**config.mk**
```make
export PLATFORM = sky130hd
export DESIGN_NAME = axi_wr_sched_flat
export DESIGN_NICKNAME = d
export VERILOG_FILES = /design/src/rtl/axi_wr_sched_if.sv /design/src/rtl/axi_wr_sched.sv /design/src/flat_wrapper.sv
export SDC_FILE = /design/constraint.sdc
export NUM_CORES = 1
export LEC_CHECK = 0
export ABC_AREA = 1
export CAP_MARGIN = 20
export CORE_ASPECT_RATIO = 0.9
export CORE_MARGIN = 2
export CORE_UTILIZATION = 59
export CTS_BUF_LIST = sky130_fd_sc_hd__clkbuf_2
export DETAILED_ROUTE_END_ITERATION = 8
export PLACE_DENSITY = 0.88
export SLEW_MARGIN = 20
export SYNTH_ARGS = -nofsm -noshare
export SYNTH_HDL_FRONTEND = slang
export SYNTH_SLANG_ARGS = --single-unit
```
**constraint.sdc**
```tcl
create_clock -name clk -period 5 [get_ports clk]
set_input_delay 0.75 -clock clk [delete_from_list [all_inputs] [get_ports clk]]
set_output_delay 0.75 -clock clk [all_outputs]
set_load 0.05 [all_outputs]
```
**src/rtl/axi_wr_sched_if.sv**
```systemverilog
// Write-master link used by axi_wr_sched: burst trigger/address/length out, beat accept and done in.
// The master modport is the scheduler side; the slave modport is the AXI write master side.
interface axi_wr_sched_if #(
  parameter int ADDR_WIDTH = 27,
  parameter int DATA_WIDTH = 16
);
  logic                  wr_trig;
  logic [7:0]            wr_len;
  logic [ADDR_WIDTH-1:0] wr_addr;
  logic [DATA_WIDTH-1:0] wr_data;
  logic                  wr_data_en;
  logic                  wr_ready;
  logic                  wr_done;

  modport master (
    output wr_trig, wr_len, wr_addr, wr_data,
    input  wr_data_en, wr_ready, wr_done
  );

  modport slave (
    input  wr_trig, wr_len, wr_addr, wr_data,
    output wr_data_en, wr_ready, wr_done
  );
endinterface

```
**src/rtl/axi_wr_sched.sv**
```systemverilog
// Round-robin burst scheduler sharing one write master between two streaming channels.
// Request sampled in IDLE -> wr_trig next cycle; one burst in flight, pops follow the master's beat accepts.
module axi_wr_sched #(
  parameter int                    ADDR_WIDTH  = 27,
  parameter int                    DATA_WIDTH  = 16,
  parameter logic [7:0]            BURST_LEN   = 8'd8,
  parameter logic [ADDR_WIDTH-1:0] CH0_BASE    = 27'h0000000,
  parameter logic [ADDR_WIDTH-1:0] CH1_BASE    = 27'h0100000,
  parameter logic [ADDR_WIDTH-1:0] REGION_SIZE = 27'h0100000
) (
  input  logic                  clk,
  input  logic                  rst,
  input  logic                  init_end,
  input  logic                  ch0_req,
  input  logic [DATA_WIDTH-1:0] ch0_data,
  output logic                  ch0_rd_en,
  output logic                  ch0_done,
  input  logic                  ch0_addr_rst,
  input  logic                  ch1_req,
  input  logic [DATA_WIDTH-1:0] ch1_data,
  output logic                  ch1_rd_en,
  output logic                  ch1_done,
  input  logic                  ch1_addr_rst,
  output logic                  grant,
  output logic                  busy,
  axi_wr_sched_if.master        wr_if
);

  localparam logic [ADDR_WIDTH-1:0] ADDR_STEP =
    ADDR_WIDTH'(int'(BURST_LEN) * DATA_WIDTH / 8);
  localparam logic [1:0][ADDR_WIDTH-1:0] BASE = {CH1_BASE, CH0_BASE};

  typedef enum logic [1:0] {IDLE, TRIG, WAIT, UPDATE} state_t;

  state_t                        state_q, state_d;
  logic                          grant_q, grant_d;
  logic                          busy_q, busy_d;
  logic                          trig_q, trig_d;
  logic [ADDR_WIDTH-1:0]         addr_q, addr_d;
  logic [1:0]                    done_q, done_d;
  logic [1:0]                    pend_q, pend_d;
  logic [1:0][ADDR_WIDTH-1:0]    ptr_q, ptr_d;

  logic [1:0]                    req;
  logic [1:0]                    addr_rst;
  logic                          start;
  logic [ADDR_WIDTH-1:0]         nxt_ptr;

  assign req      = {ch1_req, ch0_req};
  assign addr_rst = {ch1_addr_rst, ch0_addr_rst};

  always_comb begin
    state_d = state_q;
    grant_d = grant_q;
    busy_d  = busy_q;
    trig_d  = 1'b0;
    addr_d  = addr_q;
    done_d  = '0;
    pend_d  = pend_q;
    ptr_d   = ptr_q;
    start   = 1'b0;
    nxt_ptr = '0;

    case (state_q)
      IDLE: begin
        if (init_end && wr_if.wr_ready && (|req)) begin
          start   = 1'b1;
          // Both requesting: hand the path to whoever did not have it last.
          grant_d = (&req) ? ~grant_q : req[1];
          addr_d  = ptr_q[grant_d];
          trig_d  = 1'b1;
          busy_d  = 1'b1;
          state_d = TRIG;
        end
      end
      TRIG: state_d = WAIT;
      WAIT: begin
        if (wr_if.wr_done) begin
          state_d = UPDATE;
        end
      end
      UPDATE: begin
        done_d[grant_q] = 1'b1;
        busy_d          = 1'b0;
        state_d         = IDLE;
      end
      default: state_d = IDLE;
    endcase

    // A reset aimed at the channel being written (or just granted) is deferred to UPDATE.
    for (int i = 0; i < 2; i++) begin
      if (addr_rst[i]) begin
        if ((busy_q && grant_q == 1'(i)) || (start && grant_d == 1'(i))) begin
          pend_d[i] = 1'b1;
        end else begin
          ptr_d[i] = BASE[i];
        end
      end
    end

    if (state_q == UPDATE) begin
      nxt_ptr = ptr_q[grant_q] + ADDR_STEP;
      if (pend_q[grant_q] || addr_rst[grant_q]) begin
        ptr_d[grant_q] = BASE[grant_q];
      end else if (nxt_ptr == BASE[grant_q] + REGION_SIZE) begin
        ptr_d[grant_q] = BASE[grant_q];
      end else begin
        ptr_d[grant_q] = nxt_ptr;
      end
      pend_d[grant_q] = 1'b0;
    end
  end

  always_ff @(posedge clk or posedge rst) begin
    if (rst) begin
      state_q <= IDLE;
      grant_q <= 1'b1;
      busy_q  <= 1'b0;
      trig_q  <= 1'b0;
      addr_q  <= '0;
      done_q  <= '0;
      pend_q  <= '0;
      ptr_q   <= BASE;
    end else begin
      state_q <= state_d;
      grant_q <= grant_d;
      busy_q  <= busy_d;
      trig_q  <= trig_d;
      addr_q  <= addr_d;
      done_q  <= done_d;
      pend_q  <= pend_d;
      ptr_q   <= ptr_d;
    end
  end

  assign grant          = grant_q;
  assign busy           = busy_q;
  assign ch0_done       = done_q[0];
  assign ch1_done       = done_q[1];
  assign ch0_rd_en      = wr_if.wr_data_en && busy_q && !grant_q;
  assign ch1_rd_en      = wr_if.wr_data_en && busy_q && grant_q;

  assign wr_if.wr_trig  = trig_q;
  assign wr_if.wr_len   = BURST_LEN;
  assign wr_if.wr_addr  = addr_q;
  assign wr_if.wr_data  = grant_q ? ch1_data : ch0_data;

endmodule

```
**src/flat_wrapper.sv**
```systemverilog
// flat-port wrapper written by rule: the top's interface ports become plain ports
module axi_wr_sched_flat 
#(
  parameter int                    ADDR_WIDTH  = 27,
  parameter int                    DATA_WIDTH  = 16,
  parameter logic [7:0]            BURST_LEN   = 8'd8,
  parameter logic [ADDR_WIDTH-1:0] CH0_BASE    = 27'h0000000,
  parameter logic [ADDR_WIDTH-1:0] CH1_BASE    = 27'h0100000,
  parameter logic [ADDR_WIDTH-1:0] REGION_SIZE = 27'h0100000
)
  (clk, rst, init_end, ch0_req, ch0_data, ch0_rd_en, ch0_done, ch0_addr_rst, ch1_req, ch1_data, ch1_rd_en, ch1_done, ch1_addr_rst, grant, busy, wr_if_wr_trig, wr_if_wr_len, wr_if_wr_addr, wr_if_wr_data, wr_if_wr_data_en, wr_if_wr_ready, wr_if_wr_done);
  axi_wr_sched_if #(.ADDR_WIDTH(ADDR_WIDTH), .DATA_WIDTH(DATA_WIDTH)) wr_if_i ();
  input  logic clk;
  input  logic rst;
  input  logic init_end;
  input  logic ch0_req;
  input  logic [DATA_WIDTH-1:0] ch0_data;
  output logic ch0_rd_en;
  output logic ch0_done;
  input  logic ch0_addr_rst;
  input  logic ch1_req;
  input  logic [DATA_WIDTH-1:0] ch1_data;
  output logic ch1_rd_en;
  output logic ch1_done;
  input  logic ch1_addr_rst;
  output logic grant;
  output logic busy;
  output wire logic [$bits(wr_if_i.wr_trig)-1:0] wr_if_wr_trig;
  output wire logic [$bits(wr_if_i.wr_len)-1:0] wr_if_wr_len;
  output wire logic [$bits(wr_if_i.wr_addr)-1:0] wr_if_wr_addr;
  output wire logic [$bits(wr_if_i.wr_data)-1:0] wr_if_wr_data;
  input wire logic [$bits(wr_if_i.wr_data_en)-1:0] wr_if_wr_data_en;
  input wire logic [$bits(wr_if_i.wr_ready)-1:0] wr_if_wr_ready;
  input wire logic [$bits(wr_if_i.wr_done)-1:0] wr_if_wr_done;
  assign wr_if_wr_trig = wr_if_i.wr_trig;
  assign wr_if_wr_len = wr_if_i.wr_len;
  assign wr_if_wr_addr = wr_if_i.wr_addr;
  assign wr_if_wr_data = wr_if_i.wr_data;
  assign wr_if_i.wr_data_en = wr_if_wr_data_en;
  assign wr_if_i.wr_ready = wr_if_wr_ready;
  assign wr_if_i.wr_done = wr_if_wr_done;
  axi_wr_sched #(.ADDR_WIDTH(ADDR_WIDTH), .DATA_WIDTH(DATA_WIDTH), .BURST_LEN(BURST_LEN), .CH0_BASE(CH0_BASE), .CH1_BASE(CH1_BASE), .REGION_SIZE(REGION_SIZE)) u_core (.clk(clk), .rst(rst), .init_end(init_end), .ch0_req(ch0_req), .ch0_data(ch0_data), .ch0_rd_en(ch0_rd_en), .ch0_done(ch0_done), .ch0_addr_rst(ch0_addr_rst), .ch1_req(ch1_req), .ch1_data(ch1_data), .ch1_rd_en(ch1_rd_en), .ch1_done(ch1_done), .ch1_addr_rst(ch1_addr_rst), .grant(grant), .busy(busy), .wr_if(wr_if_i));
endmodule
```
==> impl_results.md, run 1 <==
* Syn. warnings at 0
* TritonCTS buffer count at 9
* Most frequent cells in the layout: 241 x nand2_1, 91 x clkdlybuf4s50_1, 88 x dfrtp_1
* Post-synth ARST share at 100%
* Largest net degree at the start of global routing at between 50 and 60
* # hold bufs at CTS at 0
* Status: complete, no violations
* Pwr/cell area at ~470 mW/mm^2
* Initial antenna violation count at 0
* Setup crit start kind: register
* F_max at ~260 MHz
* Lkg Pwr at 3.04 nW
* Clock sinks at 90
* Total power at 0.00313 W
* Die X-Extent at about 110 um
* RSZ-0062 raised after global routing: false
* Clock buffer depth at 2
* Tmin final at 3.86 ns
* Die Y at about 100 um
* FF+latch count, synth at 90
* Die ar. at 0.0105 mm^2
* Clock Skew at approximately 0.025 ns
* Max-slew violation count at 0
* Port Buffers at 91
* Crit path from: u_core.grant
* Clock transition at path regs at between 0.2 and 0.25 ns
* HP Class: reg -> reg
* Synthesized area at ~0.0057 mm^2
* CP required at ~4.3 ns
* TritonCTS clock tree: built
* Slew @ Worst Pin at 1.01 ns
* Vias at approximately 5.6k
* R2R depth at 14
* GRT Util Overall at roughly a third
* Power Internal at between 0.0015 and 0.002 W
* 1st-pass router iterations at 7
* Post-cts gate resize count at 0
* H-tree depth at 3
* Final worst path period share at roughly 77%
* Row count at 33
* Area Growth Syn to Fin at 17.9%
* Grt ovf at 0
* Fin nets at approximately 900
* Mean post-synth cell area at 7.38 um^2
* Hold Slack at between 0.5 and 0.6 ns
* Worst Setup EP: wr_if_wr_data[5]
* Worst Path Max Fanout at 37
* Dpl hpwl at between 10000 and 15000 um
* Routed WL at 16300 um
* Final Hold Vio Count at 0
* Max-slew headroom at approximately a third
* I/O pin count at 100
* Setup TNS at 0 ns
* Flop pwr share at 30.8%
* Critical path class: reg -> out
* Vias per cell at between 5 and 6
* Crit path capture type: primary output
* Core ar. at just over 0.009 mm^2
* Final setup vio count at 0
* Logic gate share of total power at 55.8%
* Share of layout cells above drive strength 1 at a little under an eighth
* 1st-iter DRT viols at 496
* Synthesized instance count at approximately 770
* WP data arrival at between 3 and 4 ns
* Main synth FF type: dfrtp_1
* Critical R2R Launch: u_core.grant
* Sw power at roughly 0.0016 W
* Post-synth EDFFs at 0
* Switching share of power at 51.7%
* Synth unique cells at 42
* Root cell of the clock tree: clkbuf_2
* Avg WL per Cell at 16.8 um
* Leading cell type in the layout, fill and taps excluded: nand2_1
* Max-cap viol count at 0
* DRC errors left at 0
* Antenna Cells at 0
* Clk Latency, worst-skew pair at between 0.5 and 0.6 ns
* Routability congestion estimate at 0.945
* Vias in the first global route at approximately 5.5k
* Initial core utilization at between 60% and 70%
* FF-to-FF setup slack at around 1.4 ns
* Max VDD drop at between 0.2 and 0.3 mV
* Critical R2R Capture: u_core.ptr_q[47]
* Sequential-to-total area share from yosys stat at around two fifths
* First-pass GRT wire length at 27100 um
* Clk pwr share at around 13%
* Routed Antenna Nets at 0
* Setup Buffers After CTS at 0
==> how the worst min path moves through the flow <==
stage / from / endpoint / slack, ns / cells past startpoint
final: u_core.wr_if.wr_addr[14] / u_core.wr_if.wr_addr[14] / 0.53 / 2
after global routing: u_core.wr_if.wr_addr[4] / u_core.wr_if.wr_addr[4] / 0.57 / 2
after CTS: u_core.wr_if.wr_addr[14] / u_core.wr_if.wr_addr[14] / 0.53 / 2
after detailed placement: u_core.wr_if.wr_addr[12] / u_core.wr_if.wr_addr[12] / 0.49 / 2
after global placement: u_core.wr_if.wr_addr[20] / u_core.wr_if.wr_addr[20] / 0.48 / 2
after floorplan: u_core.ptr_q[48] / u_core.ptr_q[48] / 0.48 / 2
==> power groups by stage <==
stage | Clock [W] | Combinational [W] | Sequential, W
after global routing | 0.000451 | 0.00189 | 0.000977
final | 0.000419 | 0.00174 | 0.000964
after floorplan | 0 | 0.00112 | 0.00110
after CTS | 0.000423 | 0.00173 | 0.000960
after detailed placement | 0 | 0.00172 | 0.000974
after global placement | 0 | 0.00169 | 0.000965
==> cell usage after synthesis, types with 2 or more instances <==
cell      count  area, um^2
nand4_1       4        25.0
inv_2         5        18.8
nand2_4       4        45.0
ha_1          5        62.6
nor2_1       51         191
conb_1        2        7.51
a21oi_1       5        25.0
o21ai_2       9        78.8
nand2_1     242         908
nor2_2        9        56.3
nand3_2      11         110
clkbuf_1     17        63.8
buf_4        10        75.1
nand2_2      22         138
nor2_4        7        78.8
nand3_1      64         320
o32ai_1      19         166
buf_1         3        11.3
o211ai_1     11        82.6
dfstp_2       2        52.6
buf_6         6        67.6
o21ai_1       3        15.0
dfrtp_1      88        2200
o31ai_1       6        45.0
o21ai_0      39         195
nand3b_1      5        37.5
inv_1        82         308
nor3_1        3        15.0
xor2_1        2        17.5
o221ai_1     16         140
buf_2         8        40.0
==> sequential cells by signal, summed over array words and instances (netlist names) <==
register and flops:
u_core.busy 1, u_core.ptr_q 54, u_core.done_q 2, u_core.wr_if.wr_trig 1, u_core.pend_q 2, u_core.state_q 2
u_core.grant 1, u_core.wr_if.wr_addr 27
==> cell type report <==
class                   instances  area [um^2]
multi-input cells             553         2860
flip-flops and latches         90         2250
repair buffers                100          978
fillers                       747         2540
well taps                     122          153
clock inverters                 3         67.6
inverters                      89          338
clock buffers                  13         65.1
==> worst max-delay path, stage by stage, from the launching register on <==
cell             delay, ns
dfstp_2               1.06
buf_4                 0.47
nand2_1               0.10
nand2_1               0.08
clkdlybuf4s50_1       0.81
==> logic make-up (layout without fill, tap and decap cells) <==
logic type      count (synthesis)  count (layout)  synth area share, %
xor+xnor                        2               2                0.308
flops                          90              90                 39.6
simple gates                  426             426                 34.4
buf+inv                       134             205                 10.7
compound gates                112             112                 13.8
fa+ha+maj                       5               5                 1.10
other cells                     2               8                0.132
==> layer usage <==
metal  part of all wire (%)  global-route usage, %  vias up
met5                      0                      0        -
met2                     46                   50.1      266
li1                       -                      -     2645
met1                     43                   46.5     2628
met3                    9.0                   6.91       35
met4                    1.8                   9.86        0
==> through the flow <==
stage | utilization [%] | cells | area [um^2] | worst slack (ns)
floorplan | - | 777 | 5720 | 1.73
global placement | 71.1 | 954 | 6580 | 1.56
detailed placement | 71.1 | 954 | 6580 | 1.41
CTS | 72.6 | 970 | 6710 | 1.12
global route | 72.6 | 970 | 6710 | 1.00
finish | 72.6 | 970 | 6710 | 1.14
Power figures use the tool's default switching activity.
==> inputs of run 2 (changes only) <==
CORE_UTILIZATION = 50   (was 59)
PLACE_DENSITY = 0.79   (was 0.88)
clock period = 3.3 ns   (was 5 ns; I/O delays follow)
==> impl_results.md, run 2 (synthesized netlist as in run 1, its figures left out) <==
* 1st-iter DRT viols at 490 (-1.2%)
* Critical R2R Capture: u_core.ptr_q[30]
* Sw power at 0.00252 W (+56%)
* Switching share of power at 52.8% (+1.0 points)
* Final setup vio count at 0 (unchanged)
* Met1 Use GR at 41.4% (-5.0 points)
* Root cell of the clock tree: clkbuf_2
* Crit-path cells: nand2_2 > o21ai_4 > ha_1 > nand2_1 > nor2_4 > nand2_2 > nor2_2 > nand2_1 > nand2_1 > nand3_1 > nor2_1 > nand2_1 > nor2_1 > nand2_2 > nand3_1 > o21ai_0
* Clk pwr share at 12.7% (-0.7 points)
* CP max-delay cell: dfstp_4
* Initial core utilization at 52.0% (-9.5 points)
* Most frequent CP cell: nand2_1
* Finished Cell Area at 0.00682 mm^2 (+1.6%)
* Final Hold Vio Count at 0 (unchanged)
* Max-cap viol count at 0 (unchanged)
* Status: complete, no violations
* Avg WL per Cell at 16.7 um (-0.23%)
* Vias per cell at 5.52 (-4.0%)
* TritonCTS buffer count at 9 (unchanged)
* Routability congestion estimate at 0.969 (+2.6%)
* Die ar. at 0.0123 mm^2 (+17%)
* 1st-pass router iterations at 5 (-2)
* # hold bufs at CTS at 0 (unchanged)
* FF-to-FF setup slack at 0.27 ns (-1.16 ns)
* Dpl hpwl at 12300 um (+5.9%)
* TritonCTS clock tree: built
* Register area at 0.00226 mm^2 (+0.17%)
* Clock Skew at 0.0426 ns (+0.0179 ns)
* Initial antenna violation count at 0 (unchanged)
* Top reg by flops: u_core.ptr_q
* Crit path capture type: register
* Row count at 36 (+9.1%)
* Vias at 5580 (+0.11%)
* Max-slew headroom at 45.7% (+13 points)
* Worst Path Max Fanout at 14 (-62%)
* Max-slew violation count at 0 (unchanged)
* HP Class: in -> async
* Largest net degree at the start of global routing at 47 (-11%)
* Largest register FFs at 54 (unchanged)
* Die Y at 105 um (+8.3%)
* Top Usage Layer GRT: met2
* Area of the multi-input gates at 0.00285 mm^2 (-0.18%)
* Final worst path period share at 91.9%
* Tmin final at ~3.0 ns
* First-pass GRT wire length at 27500 um (+1.8%)
* Setup TNS at 0 ns (unchanged)
* Antenna Cells at 0 (unchanged)
* Share of layout cells above drive strength 1 at 14.9% (+3.0 points)
* Critical path class: reg -> reg
* Lkg Pwr at 3.13 nW (+2.7%)
* Flop pwr share at 30.0% (-0.8 points)
* Total power at 0.00478 W (+53%)
* Setup crit start kind: register
* Instance area after placement at 0.00668 mm^2 (+1.6%)
* Fin nets at 901 (+1.2%)
* Area Growth Syn to Fin at 19.8%
* Clk Latency, worst-skew pair at 0.61 ns (+0.03 ns)
* Layout Utilization at 62.3% (-10 points)
* GRT Util Overall at 28.9% (-3.8 points)
* Slew @ Worst Pin at 0.814 ns (-0.194 ns)
* Pwr/cell area at 701 mW/mm^2 (+50%)
* Leading cell type in the layout, fill and taps excluded: nand2_1
* Clock sinks at 90 (unchanged)
* Grt ovf at 0 (unchanged)
* RSZ-0062 raised after global routing: false
* Placed insts at 994 (+4.2%)
* Die X-Extent at 116 um (+8.3%)
* H-tree depth at 3 (unchanged)
* CP required at 3.81 ns (-0.44 ns)
* F_max at about 330 MHz
* Critical R2R Launch: u_core.grant
* Logic gate share of total power at 57.3% (+1.5 points)
* GR Util met3 at 5.87% (-1.0 points)
* DRC errors left at 0 (unchanged)
* WP data arrival at 3.54 ns (+0.43 ns)
* R2R depth at 16 (+2)
* Clock buffer depth at 2 (unchanged)
* Port Buffers at 91 (unchanged)
* Vias in the first global route at 5349 (-2.1%)
* Most frequent cells in the layout: 242 x nand2_1, 88 x dfrtp_1, 81 x inv_1
* Routed Antenna Nets at 0 (unchanged)
* Fillers at 1031 (+38%)
* Max VDD drop at 0.470 mV (+57%)
* I/O pin count at 100 (unchanged)
* CP max stage delay at 0.80 ns (-0.26 ns)
* Power Internal at 0.00226 W (+50%)
* Routed WL at 16900 um (+4.0%)
* Core ar. at 0.0109 mm^2 (+18%)
* Non-Filler Instances at 1011 (+4.2%)
* Met2 Usage GRT at 44.6% (-5.5 points)
* Clock transition at path regs at 0.27 ns (+0.06 ns)
==> run 2: cell types whose count changed in the layout (fill, tap and decap cells not counted), moves of 2 or more <==
cell             before  now
buf_4                 9   34
clkinv_4              0    2
clkdlybuf4s50_1      91   72
clkbuf_2             13   10
buf_12                0    3
==> run 2: metal layers <==
| metal | up-vias | part of all wire, % |
|---|---|---|
| li1 | 2675 | - |
| met1 | 2663 | 44 |
| met2 | 222 | 46 |
| met3 | 20 | 7.7 |
| met4 | 0 | 1.6 |
| met5 | - | 0 |
==> run 2: what timing repair did <==
item / CTS / global route
pin swaps: 0 / 0
endpoints found under the setup margin: 1 / 11
buffers inserted: 0 / 1
gates resized for setup: 2 / 0
==> run 2: layout make-up <==
class | count | share of cell area [%]
multi-input combinational | 553 | 41.8
tap | 152 | 2.79
timing repair buffer | 111 | 15.5
clock inverter | 6 | 1.10
sequential | 90 | 33.1
inverter | 89 | 4.95
clock buffer | 10 | 0.734
==> run 2: worst max-delay path by stage <==
stage	from	end	slack [ns]	depth (start not counted)
3_3_place_gp	u_core.grant	u_core.ptr_q[32]	0.16	16
4_1_cts	u_core.grant	u_core.ptr_q[30]	0.20	16
5_1_grt	u_core.grant	u_core.ptr_q[37]	0.04	16
2_1_floorplan	u_core.grant	ch1_rd_en	0.28	6
6_report	u_core.grant	u_core.ptr_q[30]	0.27	16
3_5_place_dp	u_core.grant	u_core.ptr_q[30]	0.14	16
==> run 2: stage by stage <==
stage	worst slack, ns	hold slack [ns]
3_3_place_gp	0.165	0.476
2_1_floorplan	0.284	0.476
4_1_cts	0.205	0.299
5_1_grt	0.0396	0.294
6_report	0.266	0.274
3_5_place_dp	0.143	0.479
==> run 2: worst max-delay path, delay by kind of cell (launching register included) <==
| family | cells | cell delay (ns) |
|---|---|---|
| DFF | 1 | 0.80 |
| AOI/OAI and AO/OA | 2 | 0.19 |
| and+or+nand+nor | 13 | 1.65 |
| adders and majority gates | 1 | 0.25 |
==> run 2: power groups by stage <==
| stage | clock network [W] | registers [W] | logic (W) |
|---|---|---|---|
| after CTS | 0.000619 | 0.00145 | 0.00267 |
| after detailed placement | 0 | 0.00146 | 0.00267 |
| after global placement | 0 | 0.00145 | 0.00263 |
| after global routing | 0.000667 | 0.00145 | 0.00296 |
| final | 0.000609 | 0.00143 | 0.00274 |
| after floorplan | 0 | 0.00167 | 0.00170 |
==> inputs of run 3 (changes only) <==
CTS_CLUSTER_DIAMETER = 50   (was default)
==> results of run 3 <==
Final layout, timing and power as in run 2 (identical DEF).
